## src/rtl/requant_output_writer_if.sv

```systemverilog
// Activation-RAM write port of the requant output writer: one valid/ready word write.
interface requant_output_writer_if #(
  parameter int ADDR_WIDTH = 16,
  parameter int SA_N       = 4
);
  logic                  mem_we;
  logic [ADDR_WIDTH-1:0] mem_addr;
  logic [SA_N*8-1:0]     mem_wdata;
  logic                  mem_ready;

  modport master (output mem_we, output mem_addr, output mem_wdata, input mem_ready);
  modport slave  (input mem_we, input mem_addr, input mem_wdata, output mem_ready);
endinterface

```

## src/rtl/requant_output_writer.sv

```systemverilog
// Reassembles per-lane int8 requant results into one word per pixel and writes them to RAM.
// Optional REQ_WRITER_PERF_EN adds stall_cycles / max_slots_used statistics.
module requant_output_writer #(
  parameter int SA_N       = 4,
  parameter int MAX_N      = 16,
  parameter int N_BITS     = $clog2(MAX_N),
  parameter int NUM_SLOTS  = 4,
  parameter int ADDR_WIDTH = 16
) (
  input  logic                          clk,
  input  logic                          reset,
  input  logic                          start,
  input  logic [ADDR_WIDTH-1:0]         base_addr,
  input  logic [ADDR_WIDTH-1:0]         row_stride,
  input  logic [2*N_BITS:0]             num_pixels,
  input  logic [SA_N-1:0]               in_valid,
  input  logic [SA_N-1:0][N_BITS-1:0]   in_row,
  input  logic [SA_N-1:0][N_BITS-1:0]   in_col,
  input  logic [SA_N-1:0][7:0]          in_data,
  requant_output_writer_if.master       mem,
  output logic                          busy,
  output logic                          done,
  output logic                          overflow
`ifdef REQ_WRITER_PERF_EN
  ,
  output logic [31:0]                   stall_cycles,
  output logic [$clog2(NUM_SLOTS+1)-1:0] max_slots_used
`endif
);
  localparam int IDX_W = (NUM_SLOTS > 1) ? $clog2(NUM_SLOTS) : 1;
  localparam int CNT_W = 2*N_BITS + 1;

  typedef enum logic [1:0] {ST_IDLE = 2'd0, ST_ACTIVE = 2'd1, ST_DONE = 2'd2} state_t;

  state_t                           state_r, state_s;
  logic [ADDR_WIDTH-1:0]            base_r, stride_r;
  logic [CNT_W-1:0]                 num_pix_r, wr_cnt_r;
  logic                             busy_r, done_r, overflow_r;
  logic                             mem_we_r;
  logic [ADDR_WIDTH-1:0]            mem_addr_r;
  logic [SA_N*8-1:0]                mem_wdata_r;

  logic [NUM_SLOTS-1:0]             slot_valid_r, slot_valid_s;
  logic [NUM_SLOTS-1:0][N_BITS-1:0] slot_row_r, slot_row_s, slot_col_r, slot_col_s;
  logic [NUM_SLOTS-1:0][SA_N-1:0]   slot_mask_r, slot_mask_s;
  logic [NUM_SLOTS-1:0][SA_N*8-1:0] slot_data_r, slot_data_s;

  logic                             accept_s, tile_start_s, xfer_en_s, drop_s;
  logic [NUM_SLOTS-1:0]             complete_s, freed_s;
  logic [IDX_W-1:0]                 xfer_idx_s;
  logic [ADDR_WIDTH-1:0]            xfer_addr_s;

  assign accept_s     = mem_we_r && mem.mem_ready;
  assign tile_start_s = (state_r == ST_IDLE) && start;

  // Lowest complete slot moves to the output register when it is empty or draining.
  always_comb begin
    complete_s = '0;
    xfer_idx_s = '0;
    for (int i = NUM_SLOTS - 1; i >= 0; i--) begin
      complete_s[i] = slot_valid_r[i] && (&slot_mask_r[i]);
      xfer_idx_s    = complete_s[i] ? IDX_W'(i) : xfer_idx_s;
    end
    xfer_en_s   = (|complete_s) && (!mem_we_r || accept_s);
    xfer_addr_s = base_r + ADDR_WIDTH'(slot_row_r[xfer_idx_s]) * stride_r
                + ADDR_WIDTH'(slot_col_r[xfer_idx_s]);
  end

  // Lane capture; a slot freed this edge is neither matched nor reallocated.
  always_comb begin : capture_comb
    logic             lane_en, hit, avail_any, match, avail;
    logic [IDX_W-1:0] hit_idx, free_idx;
    lane_en      = 1'b0;
    hit          = 1'b0;
    avail_any    = 1'b0;
    match        = 1'b0;
    avail        = 1'b0;
    hit_idx      = '0;
    free_idx     = '0;
    drop_s       = 1'b0;
    freed_s      = '0;
    slot_valid_s = slot_valid_r;
    slot_row_s   = slot_row_r;
    slot_col_s   = slot_col_r;
    slot_mask_s  = slot_mask_r;
    slot_data_s  = slot_data_r;
    for (int j = 0; j < NUM_SLOTS; j++) begin
      freed_s[j]      = xfer_en_s && (xfer_idx_s == IDX_W'(j));
      slot_valid_s[j] = slot_valid_r[j] && !freed_s[j];
    end
    for (int k = 0; k < SA_N; k++) begin
      lane_en   = (state_r == ST_ACTIVE) && in_valid[k];
      hit       = 1'b0;
      avail_any = 1'b0;
      hit_idx   = '0;
      free_idx  = '0;
      for (int j = NUM_SLOTS - 1; j >= 0; j--) begin
        match     = slot_valid_s[j] && (slot_row_s[j] == in_row[k]) && (slot_col_s[j] == in_col[k]);
        avail     = !slot_valid_s[j] && !freed_s[j];
        hit       = hit || match;
        hit_idx   = match ? IDX_W'(j) : hit_idx;
        avail_any = avail_any || avail;
        free_idx  = avail ? IDX_W'(j) : free_idx;
      end
      if (lane_en && hit) begin
        slot_mask_s[hit_idx][k]        = 1'b1;
        slot_data_s[hit_idx][8*k +: 8] = in_data[k];
      end else if (lane_en && avail_any) begin
        slot_valid_s[free_idx]          = 1'b1;
        slot_row_s[free_idx]            = in_row[k];
        slot_col_s[free_idx]            = in_col[k];
        slot_mask_s[free_idx]           = SA_N'(1'b1) << k;
        slot_data_s[free_idx][8*k +: 8] = in_data[k];
      end else begin
        drop_s = drop_s || lane_en;
      end
    end
  end

  // FSM state register.
  always_ff @(posedge clk) begin
    if (reset) state_r <= ST_IDLE;
    else       state_r <= state_s;
  end

  // FSM next-state decode.
  always_comb begin
    state_s = state_r;
    case (state_r)
      ST_IDLE:   state_s = start ? ST_ACTIVE : ST_IDLE;
      ST_ACTIVE: state_s = ((wr_cnt_r == num_pix_r) && !mem_we_r) ? ST_DONE : ST_ACTIVE;
      ST_DONE:   state_s = ST_IDLE;
      default:   state_s = ST_IDLE;
    endcase
  end

  // Slot storage, output register, tile parameters and status flags.
  always_ff @(posedge clk) begin
    if (reset) begin
      slot_valid_r <= '0;
      slot_row_r   <= '0;
      slot_col_r   <= '0;
      slot_mask_r  <= '0;
      slot_data_r  <= '0;
      mem_we_r     <= 1'b0;
      mem_addr_r   <= '0;
      mem_wdata_r  <= '0;
      base_r       <= '0;
      stride_r     <= '0;
      num_pix_r    <= '0;
      wr_cnt_r     <= '0;
      busy_r       <= 1'b0;
      done_r       <= 1'b0;
      overflow_r   <= 1'b0;
    end else begin
      slot_valid_r <= slot_valid_s;
      slot_row_r   <= slot_row_s;
      slot_col_r   <= slot_col_s;
      slot_mask_r  <= slot_mask_s;
      slot_data_r  <= slot_data_s;
      busy_r       <= (state_s != ST_IDLE);
      done_r       <= (state_s == ST_DONE);
      if (xfer_en_s) begin
        mem_we_r    <= 1'b1;
        mem_addr_r  <= xfer_addr_s;
        mem_wdata_r <= slot_data_r[xfer_idx_s];
      end else if (accept_s) begin
        mem_we_r <= 1'b0;
      end
      if (tile_start_s) begin
        base_r     <= base_addr;
        stride_r   <= row_stride;
        num_pix_r  <= num_pixels;
        wr_cnt_r   <= '0;
        overflow_r <= 1'b0;
      end else begin
        if (accept_s) wr_cnt_r   <= wr_cnt_r + CNT_W'(1'b1);
        if (drop_s)   overflow_r <= 1'b1;
      end
    end
  end

  assign mem.mem_we    = mem_we_r;
  assign mem.mem_addr  = mem_addr_r;
  assign mem.mem_wdata = mem_wdata_r;
  assign busy          = busy_r;
  assign done          = done_r;
  assign overflow      = overflow_r;

`ifdef REQ_WRITER_PERF_EN
  localparam int USED_W = $clog2(NUM_SLOTS + 1);
  logic [31:0]       stall_r;
  logic [USED_W-1:0] max_used_r, used_s;

  assign used_s = USED_W'($countones(slot_valid_r));

  // Per-tile stall count and slot high-water mark, frozen outside ACTIVE.
  always_ff @(posedge clk) begin
    if (reset || tile_start_s) begin
      stall_r    <= 32'd0;
      max_used_r <= '0;
    end else if (state_r == ST_ACTIVE) begin
      if (mem_we_r && !mem.mem_ready) stall_r <= stall_r + 32'd1;
      if (used_s > max_used_r)        max_used_r <= used_s;
    end
  end

  assign stall_cycles   = stall_r;
  assign max_slots_used = max_used_r;
`endif
endmodule

```

## src/flat_wrapper.sv

```systemverilog
// flat-port wrapper written by rule: the top's interface ports become plain ports
module requant_output_writer_flat 
#(
  parameter int SA_N       = 4,
  parameter int MAX_N      = 16,
  parameter int N_BITS     = $clog2(MAX_N),
  parameter int NUM_SLOTS  = 4,
  parameter int ADDR_WIDTH = 16
)
  (clk, reset, start, base_addr, row_stride, num_pixels, in_valid, in_row, in_col, in_data, busy, done, overflow, mem_mem_we, mem_mem_addr, mem_mem_wdata, mem_mem_ready);
  requant_output_writer_if #(.ADDR_WIDTH(ADDR_WIDTH), .SA_N(SA_N)) mem_i ();
  input  logic clk;
  input  logic reset;
  input  logic start;
  input  logic [ADDR_WIDTH-1:0] base_addr;
  input  logic [ADDR_WIDTH-1:0] row_stride;
  input  logic [2*N_BITS:0] num_pixels;
  input  logic [SA_N-1:0] in_valid;
  input  logic [SA_N-1:0][N_BITS-1:0] in_row;
  input  logic [SA_N-1:0][N_BITS-1:0] in_col;
  input  logic [SA_N-1:0][7:0] in_data;
  output logic busy;
  output logic done;
  output logic overflow;
  output wire logic [$bits(mem_i.mem_we)-1:0] mem_mem_we;
  output wire logic [$bits(mem_i.mem_addr)-1:0] mem_mem_addr;
  output wire logic [$bits(mem_i.mem_wdata)-1:0] mem_mem_wdata;
  input wire logic [$bits(mem_i.mem_ready)-1:0] mem_mem_ready;
  assign mem_mem_we = mem_i.mem_we;
  assign mem_mem_addr = mem_i.mem_addr;
  assign mem_mem_wdata = mem_i.mem_wdata;
  assign mem_i.mem_ready = mem_mem_ready;
  requant_output_writer #(.SA_N(SA_N), .MAX_N(MAX_N), .N_BITS(N_BITS), .NUM_SLOTS(NUM_SLOTS), .ADDR_WIDTH(ADDR_WIDTH)) u_core (.clk(clk), .reset(reset), .start(start), .base_addr(base_addr), .row_stride(row_stride), .num_pixels(num_pixels), .in_valid(in_valid), .in_row(in_row), .in_col(in_col), .in_data(in_data), .mem(mem_i), .busy(busy), .done(done), .overflow(overflow));
endmodule
```

## config.mk

```make
export PLATFORM = sky130hd
export DESIGN_NAME = requant_output_writer_flat
export DESIGN_NICKNAME = d
export VERILOG_FILES = /design/src/rtl/requant_output_writer_if.sv /design/src/rtl/requant_output_writer.sv /design/src/flat_wrapper.sv
export SDC_FILE = /design/constraint.sdc
export NUM_CORES = 1
export LEC_CHECK = 0
export CORE_MARGIN = 2
export CORE_UTILIZATION = 45
export DETAILED_ROUTE_END_ITERATION = 6
export PLACE_DENSITY = 0.65
export REMOVE_ABC_BUFFERS = 1
export SYNTH_ARGS = -nofsm -noshare
export SYNTH_HDL_FRONTEND = slang
export SYNTH_SLANG_ARGS = --single-unit
```

## constraint.sdc

```tcl
create_clock -name clk -period 19.8 [get_ports clk]
set_input_delay 3.96 -clock clk [delete_from_list [all_inputs] [get_ports clk]]
set_output_delay 3.96 -clock clk [all_outputs]
set_load 0.005 [all_outputs]
```

* Word-level counts from Yosys, hierarchy flattened *
Cells that the tools add are included.
Widths: inputs -> output; s select.

storage, ports and cells
  register bits after elaboration = 284
  input bits = 113
  output and inout port bits = 52
  logic and storage cells = 401

cells by class
  add/subtract/negate cells = 3
  $mul = 1
  $lt $le $gt $ge = 17
  equal/unequal tests = 38
  muxes and demuxes = 151
  bitwise logic cells = 20
  reductions and logical operators = 143

operators with widths
  kind                count
  $bwmux 128          8
  $mux 128            8
  $demux 32 s2        8
  $mux 16             26
  $bwmux 16           8
  $eq 4x4->1          32
  $mux 32             3
  $logic_and 1x1->1   84
  $mux 2              38
  $bmux 32 s2         1
  $demux 4 s2         8
  $or 16x16->16       4
  $mux 4              15
  $and 12x12->12      4
  $mux 24             2
  $not 12->12         4
  $or 4x4->4          8
  $logic_or 1x1->1    28
  $lt 2x3->1 const B  9
  $logic_not 1->1     21
  $add 16x16->16      1
  $add 16x4->16       1
  $bmux 4 s2          2
  $ge 2x1->1 const B  8
  other kinds (15)    42

* Logic depth before layout (Yosys ltp) *
  depth in word-level cells = 63
  depth in mapped cells = 33
  mapped depth without buffers = 31

* Worst setup path before layout *
Ideal clock, no wire load.

  path kind = input to register
  start point = in in_col[0] in the netlist's numbering
  end point = reg u_core.slot_col_r[12] in the netlist's numbering
  library setup time = 123 ps
  arrival = 8784 ps
  slack = 10893 ps
  cell stages on the path = 22
  buffers on the path = 4
  cell sequence = buf_2 -> xor2_1 -> nor4_1 -> a31oi_2 -> nand2_4 -> nor3_4 -> buf_6 -> a211oi_2 -> o2111ai_1 -> or3_1 -> buf_2 -> a31oi_1 -> a211oi_1 -> or4_4 -> o31a_4 -> nand3_4 -> mux2i_1 -> xnor2_2 -> a311oi_4 -> and3_1 -> buf_6 -> mux2_1

between the ends
  longest elaborated chain between the ends = 46

RTL lines
  item                                                                   RTL line                      text
  start: declaration                                                     flat_wrapper.sv:20            input logic [SA_N-1:0][N_BITS-1:0] in_col;
  $eq 4x4->1                                                             requant_output_writer.sv:98   match = slot_valid_s[j] && (slot_row_s[j] == in_row[k]) && (slot_col_s[j] == in_col[k]);
  $logic_and 1x1->1                                                      requant_output_writer.sv:98
  $logic_or 1x1->1 (3 in a row)                                          requant_output_writer.sv:100  hit = hit || match;
  $logic_and 1x1->1                                                      requant_output_writer.sv:105  if (lane_en && hit) begin
  $mux 4                                                                 requant_output_writer.sv:105
  $logic_not 1->1                                                        requant_output_writer.sv:99   avail = !slot_valid_s[j] && !freed_s[j];
  $logic_and 1x1->1                                                      requant_output_writer.sv:99
  $mux 2 (4 in a row)                                                    requant_output_writer.sv:103  free_idx = avail ? IDX_W'(j) : free_idx;
  (+22 left out)                                                         -
  $mux 2 (4 in a row)                                                    requant_output_writer.sv:103
  $lt 2x3->1 (not written as such) / $ge 2x1->1 (equally long branches)  requant_output_writer.sv:111  slot_col_s[free_idx] = in_col[k];
  $logic_and 1x1->1 (not written as such)                                requant_output_writer.sv:111
  $mux 4 (not written as such)                                           requant_output_writer.sv:111
  $demux 4 s2                                                            -
  $bwmux 16                                                              requant_output_writer.sv:111
  $mux 16                                                                requant_output_writer.sv:108  end else if (lane_en && avail_any) begin
  $mux 16 (*)                                                            requant_output_writer.sv:105
  end signal: assignment                                                 requant_output_writer.sv:158  slot_col_r <= slot_col_s;
  end: declaration                                                       requant_output_writer.sv:44   logic [NUM_SLOTS-1:0][N_BITS-1:0] slot_row_r, slot_row_s, slot_col_r, slot_col_s;

Mark *: on every way between the ends. The rest lies on a longest branch, timed or not.
A chain may end at the register's enable or synchronous reset.

* Worst setup path after layout *
  start point = in mem_mem_ready
  end point = reg u_core.slot_col_r[12] in the netlist's numbering

between the ends
  longest elaborated chain between the ends = 58

RTL lines
  item                                                                   RTL line                                                  text
  start: declaration                                                     flat_wrapper.sv:28                                        input wire logic [$bits(mem_i.mem_ready)-1:0] mem_mem_ready;
  $logic_and 1x1->1 (*)                                                  requant_output_writer.sv:53                               assign accept_s = mem_we_r && mem.mem_ready;
  $logic_or 1x1->1 (*)                                                   requant_output_writer.sv:64                               xfer_en_s = (|complete_s) && (!mem_we_r || accept_s);
  $logic_and 1x1->1 (*)                                                  requant_output_writer.sv:64
  $logic_and 1x1->1                                                      requant_output_writer.sv:88                               freed_s[j] = xfer_en_s && (xfer_idx_s == IDX_W'(j));
  $logic_not 1->1                                                        requant_output_writer.sv:89, requant_output_writer.sv:99
  $logic_and 1x1->1                                                      requant_output_writer.sv:89                               slot_valid_s[j] = slot_valid_r[j] && !freed_s[j];
  $logic_not 1->1                                                        requant_output_writer.sv:99
  $logic_and 1x1->1                                                      requant_output_writer.sv:99
  (+39 left out)                                                         -
  $mux 2 (4 in a row)                                                    requant_output_writer.sv:103
  $lt 2x3->1 (not written as such) / $ge 2x1->1 (equally long branches)  requant_output_writer.sv:111
  $logic_and 1x1->1 (not written as such)                                requant_output_writer.sv:111
  $mux 4 (not written as such)                                           requant_output_writer.sv:111
  $demux 4 s2                                                            -
  $bwmux 16                                                              requant_output_writer.sv:111
  $mux 16                                                                requant_output_writer.sv:108
  $mux 16 (*)                                                            requant_output_writer.sv:105

Marks and branches as above.

==> results.sh <==
export IMPL_status="complete, no violations"
export IMPL_path_max_fanout=18
export IMPL_yosysTopAreaCellShare_pct=31.36
export IMPL_avgRoutedWirePerCell_um=24.64
export IMPL_maxCapViolations=0
export IMPL_gp_congestion=1.051
export IMPL_slew_headroom_pct=18.74
export IMPL_fmax_ghz=0.08497
export IMPL_layout_drive_gt1_share_pct=7.723
export IMPL_syn_to_final_growth_pct=17.23
export IMPL_core_mm2=0.03973
export IMPL_port_buffers=164
export IMPL_die_area_mm2=0.04191
export IMPL_boundaryPins=165
export IMPL_cp_required_ns=20.22
export IMPL_clock_sinks=284
export IMPL_power_frac_seq_pct=38.9
export IMPL_fin_util_pct=53.49
export IMPL_rows=73
export IMPL_seq_area_mm2=0.005685
export IMPL_synth_edf_count=0
export IMPL_fill_cells=3676
export IMPL_start_kind="input port"
export IMPL_finalHoldViolations=0
export IMPL_via_count=16969
export IMPL_swShare_pct=32.51
export IMPL_finalMaxSlewViolations=0
export IMPL_drt_initial_drc_count=1552
export IMPL_ys_ff_latch=284
export IMPL_fin_skew_ns=0.02575
export IMPL_clock_path_buffers=3
export IMPL_die_height_um=204.7
export IMPL_grt_usage_pct=32.26
export IMPL_power_density_mw_per_mm2=76.77
export IMPL_min_path_type="reg2reg"
export IMPL_routed_wl_um=68130
export IMPL_insertion_delay_ns=0.56
export IMPL_antenna_found_initial=1
export IMPL_cp_data_arrival_time_ns=12.19
export IMPL_start_util_pct=45.63
export IMPL_layoutNonFillerInstCount=2765
export IMPL_syn_cell_area_mm2=0.01813
export IMPL_dieWidth_um=204.7
export IMPL_grt_pass1_vias=16727
export IMPL_rsz0062_at_grt="no"
export IMPL_pre_cts_ws_ns=7.651
export IMPL_ys_warn_count=0
export IMPL_finalSetupTns_ns=0
export IMPL_p_leak_nw=8.838
export IMPL_holdBufCountCts=0
export IMPL_p_sw_mw=0.5305
export IMPL_holdWs_ns=0.4618
export IMPL_fin_crit_sh_pct=59.44
export IMPL_cts_tree="yes"
export IMPL_vias_per_cell=6.137
export IMPL_multi_input_area_mm2=0.01149
export IMPL_synth_ff_type="dfxtp_1"
export IMPL_finalCriticalPeriod_ns=11.77
export IMPL_clkPwrFrac_pct=38.6
export IMPL_setup_worst_path_class="in2reg"
export IMPL_async_reset_ff_share_pct=0
export IMPL_pwr_share_comb_pct=22.5
export IMPL_endpoint_kind="flop"
export IMPL_drc_errors=0
export IMPL_cts_root_buffer="clkbuf_16"
export IMPL_irDropWorstVdd_uv=65.45
export IMPL_tightest_slew_ns=1.219
export IMPL_yosys_cell_types_count=100
export IMPL_synthCells=2125
export IMPL_synth_area_leaders="dfxtp_1 31%, mux2i_1 11%, nor2_1 5.7%"
export IMPL_grt_pass1_wl_um=102900
export IMPL_ant_nets=0
export IMPL_cts_buffers=34
export IMPL_htreeDepth=2
export IMPL_internal_power_mw=1.101
export IMPL_cts_setup_buffers=0
export IMPL_post_cts_resize_count=0
export IMPL_first_pass_iters=5
export IMPL_clk_pin_slew_ns=0.06
export IMPL_grt_start_max_net_pins=110
export IMPL_gr_total_overflow=0
export IMPL_final_setup_worst_slack_ns=8.031
export IMPL_dpl_hpwl_um=49920
export IMPL_setup_violations=0
export IMPL_dp_cells=2704
export IMPL_n_antenna_cell=0
export IMPL_syn_avg_cell_area_um2=8.532
export IMPL_yosys_area_top_type="dfxtp_1"
export IMPL_ys_seq_area_share_pct=31.36
export IMPL_fin_nets=2399
[state kept, by name (all words and copies together), names as in the netlist, 4 cells and up]
name	count
u_core.slot_valid_r	4
u_core.wr_cnt_r	9
u_core.mem.mem_wdata	32
u_core.stride_r	16
u_core.slot_row_r	16
u_core.base_r	16
u_core.slot_data_r	128
u_core.slot_mask_r	16
u_core.mem.mem_addr	16
u_core.slot_col_r	16
u_core.num_pix_r	9
[power groups by stage]
stage | combinational, mW | sequential (mW) | clock (mW)
2_1_floorplan | 0.216 | 0.627 | 0
3_3_place_gp | 0.355 | 0.645 | 0
3_5_place_dp | 0.356 | 0.644 | 0
4_1_cts | 0.358 | 0.632 | 0.643
5_1_grt | 0.393 | 0.635 | 0.665
6_report | 0.366 | 0.635 | 0.630
[layer usage]
metal  global-route usage [%]  wire (um)  vias to the layer above
met5                        0         12                        -
met4                    14.52       3237                        2
met3                    6.427       6103                      190
met2                    48.65      29000                      799
met1                    44.38      29780                     8207
li1                         -          -                     7771
[metrics by stage]
stage | total power [mW] | area [um^2]
finish | 1.632 | 21250
global route | 1.693 | 21250
CTS | 1.633 | 21250
detailed placement | 1.000 | 20110
global placement | 1.000 | 20110
floorplan | 0.8427 | 17480
[logic make-up (layout without fill, tap and decap cells)]
family	count (synthesis)	after routing	synth area share, %
multiplexers	224	224	12.48
AND/OR/NAND/NOR	686	686	18.43
AO/OA/AOI/OAI	492	492	19.32
XOR/XNOR	125	125	6.163
buffers and inverters	242	357	5.549
flip-flops	284	284	31.36
adder cells (fa/ha/maj)	72	72	6.694
[placed cells by master (no fill, tap or decap), types with 10 or more instances in the layout]
cell             count
a22o_1              42
a31oi_1             29
fa_1                42
buf_4               38
dfxtp_1            284
o22ai_1             44
xor2_1              57
nand2_1            147
and2_1              33
mux2i_1            208
nand2b_1            48
nand3_1             21
a21oi_1            112
nand4_1             24
nor4_1              19
and3_1              15
or2_2               10
inv_1               92
o21ai_0             50
a2111oi_0           15
nor3_1              34
a211oi_1            31
nor2_1             274
clkdlybuf4s50_1    163
ha_1                29
clkbuf_16           34
mux2_2              15
xnor2_1             65
a221oi_1            33
[critical path: stages]
cell and delay [ns]:
clkdlybuf4s50_1 0.57, nand2b_1 0.27, o221ai_1 0.25, o21ai_4 0.43, o22ai_4 0.26, nor3_4 0.65
mux2i_1 0.53, o2111ai_1 0.25, or3_1 0.70, nand3_4 0.37, mux2i_1 0.57, xnor2_1 0.24
a41o_1 0.28, nor2_2 0.59, mux2i_1 0.21, o2111a_1 0.37, a311oi_4 0.68, and3_1 0.57
mux2_1 0.38
[final timing paths]
check	start	to	slack, ns	depth (start not counted)
setup reg to reg	u_core.slot_mask_r[10]$_SDFF_PP0_	u_core.slot_col_r[12]$_SDFF_PP0_	11.10	18
hold / removal	u_core.slot_mask_r[11]$_SDFF_PP0_	u_core.slot_mask_r[11]$_SDFF_PP0_	0.46	2
hold reg to reg	u_core.slot_mask_r[11]$_SDFF_PP0_	u_core.slot_mask_r[11]$_SDFF_PP0_	0.46	2
setup / recovery	mem_mem_ready	u_core.slot_col_r[12]$_SDFF_PP0_	8.03	19
[Yosys cell counts, types with 7 or more instances]
| cell type | n |
|---|---|
| and3_1 | 15 |
| a21o_1 | 7 |
| xnor2_1 | 65 |
| or4_1 | 7 |
| o31ai_1 | 7 |
| mux2_2 | 15 |
| dfxtp_1 | 284 |
| a22o_1 | 42 |
| o22a_1 | 8 |
| or2_2 | 10 |
| a221oi_1 | 33 |
| fa_1 | 42 |
| o21bai_1 | 8 |
| inv_1 | 92 |
| nand3_1 | 21 |
| a31oi_1 | 29 |
| a21oi_1 | 114 |
| nor4_1 | 19 |
| a211oi_1 | 31 |
| nor3_1 | 35 |
| o211ai_1 | 7 |
| xor2_1 | 57 |
| clkbuf_1 | 102 |
| nor2_1 | 275 |
| mux2i_1 | 208 |
| buf_6 | 7 |
| nor2b_1 | 7 |
| buf_1 | 11 |
| ha_1 | 29 |
| nand2_1 | 147 |
| o21ai_0 | 56 |
| nand4_1 | 24 |
| nand2b_1 | 48 |
| buf_2 | 24 |
| o22ai_1 | 44 |
| a2111oi_0 | 15 |
| o21a_1 | 9 |
| and2_1 | 33 |
[area by class of cell]
type,count,share of cell area [%]
inverters,94,1.660
flip-flops and latches,284,26.75
clock buffers,45,4.621
repair buffers,202,9.072
well taps,525,3.091
multi-input cells,1599,54.05
clock inverters,16,0.7536
Note: power is estimated with default switching activity, not from simulation.
==> edit: new RTL, config.mk and constraints unchanged <==
`NUM_SLOTS` is set to 4 in 2 places; all go to 2.
--- a/src/rtl/requant_output_writer.sv
+++ b/src/rtl/requant_output_writer.sv
@@ -6,3 +6,3 @@
   parameter int N_BITS     = $clog2(MAX_N),
-  parameter int NUM_SLOTS  = 4,
+  parameter int NUM_SLOTS  = 2,
   parameter int ADDR_WIDTH = 16
--- a/src/flat_wrapper.sv
+++ b/src/flat_wrapper.sv
@@ -6,3 +6,3 @@
   parameter int N_BITS     = $clog2(MAX_N),
-  parameter int NUM_SLOTS  = 4,
+  parameter int NUM_SLOTS  = 2,
   parameter int ADDR_WIDTH = 16
Formal check against the unedited RTL: not equivalent (a bounded check fails within 4 cycles, from zero or initial values and one cycle with reset high).
==> edit against the original RTL <==
- sequential cell count down 90
- routed wire length down 42%
- sequential share of layout area down 0.34 points
- total power down 36%
- largest cell class unchanged
- synthesized area down 32%
- via count down 32%
- design area down 31%
- highest routed layer is now met4
- setup slack better by 1600 ps
==> edit: results (changes against the original RTL) <==
Drt
  – Vias per cell: 5.85 (-4.7%)
  – Drt pass-1 iters: 5 (unchanged)
  – Wire length on met2: 18200 um (-37%)
  – Routed wire length per instance: 20.0 um (-19%)
  – Met3 WL: 2270 um (-63%)
  – DR top layer: met4
  – Met1 WL: 17500 um (-41%)

Outcome
  – Run status: completed

Global route
  – Antenna violations before repair: 0 (-1)
  – Number of global-route vias before repair: 11100 (-33%)
  – First-pass GRT wire length: 62100 um (-40%)
  – Largest net degree at the start of global routing: 86 (-22%)
  – GRT Resource Usage Total: 0.274 (-0.0483)

Place
  – Pre-CTS setup slack: 9310 ps (+1660 ps)
  – Cell area after placement: 14100 um^2 (-30%)
  – Routability cong.: 0.989 (-5.8%)
  – Placed insts: 1938 (-28%)
  – Post-DP HPWL: 28600 um (-43%)

STA
  – Worst Max-Slew Pin Slew: 1220 ps (-1.37 ps)
  – Period utilization: 0.511 (-0.0832)
  – Hold_ws: 453 ps (-9.14 ps)
  – Final Skew: 16.7 ps (-9.09 ps)

Worst setup path
  – Reg2Reg Depth: 25 (+7)
  – Max FO, Critical Path: 37 (+19)
  – Critical path capture point: u_core.slot_data_r[26]
  – Delay-heaviest family, CP: compound AO/OA/AOI/OAI gates
  – Capturing point of the worst reg2reg path: u_core.mem.mem_addr[15]
  – Worst flop-to-flop path startpoint: u_core.slot_mask_r[1]
  – Data arrival, critical path: 10480 ps (-1710 ps)
  – Max incr delay on CP: 750 ps (+50 ps)
  – Critical path's slowest cell: mux2i_1

Synthesis
  – Top-area cell type share of the netlist area: 0.317 (+0.00291)
  – Syn avg cell area: 8.09 um^2 (-5.1%)
  – Top cells by count, synth: nand2_1, dfxtp_1, a21oi_1
  – Cell with the most instances after synthesis: nand2_1
  – Post-synthesis adder-cell area fraction: 0.0981 (+0.0312)
  – XOR/XNOR share of the synthesized area: 0.0545 (-0.00718)
  – Multiplexer area fraction after synthesis: 0.0793 (-0.0454)
  – Synth top area cells: dfxtp_1, nand2_1, mux2i_1
  – Synth cell types: 79 (-21%)
  – Fraction of the yosys area taken by sequential cells: 0.317 (+0.00291)

Power
  – Pleak: 5.86 nW (-34%)
  – Peak supply drop: 0.0000563 V (-14%)

Hold path
  – Min-Delay Endpoint: u_core.mem.mem_addr[10]

Clock tree
  – CTS Buffer Depth: 2 (-1)
  – CTS H-Tree Depth: 4 (+2)
  – Later-pin clock latency in the skew report: 440 ps (-120 ps)
  – Num CTS Buffers: 17 (-50%)

Cells and area
  – Final non-filler cell total: 1970 (-29%)
  – Filler cell count: 2600 (-29%)
  – Largest reg by FF count: u_core.slot_data_r
  – Post-layout nets: 1800 (-25%)
  – Max reg flops: 64 (-50%)
[edit: cell types whose count changed in the layout (fill, tap and decap cells not counted), moves of 32 or more]
cell / unedited run / this run
a221oi_1: 33 / 1
a22o_1: 42 / 0
dfxtp_1: 284 / 194
mux2i_1: 208 / 86
nand2_1: 147 / 234
nand2b_1: 48 / 15
nor2_1: 274 / 95
xor2_1: 57 / 25
[edit: power by group]
group	switching (mW)	internal, mW
sequential	0.0241	0.408
combinational	0.149	0.104
clock	0.181	0.185
total	0.354	0.697
[edit: cell type report]
cell class / count / area [um^2] / area share
sequential: 194 / 3880 / 0.264
multi-input combinational: 1134 / 7650 / 0.520
clock buffer: 17 / 425 / 0.0289
timing repair buffer: 183 / 1780 / 0.121
inverter: 86 / 323 / 0.0220
clock inverter: 15 / 215 / 0.0146
tap: 341 / 427 / 0.0290
[edit: layer usage]
layer	vias up	GRT usage
met3	83	0.0368
li1	5459	-
met4	0	0.105
met1	5545	0.377
met2	435	0.439
met5	-	0
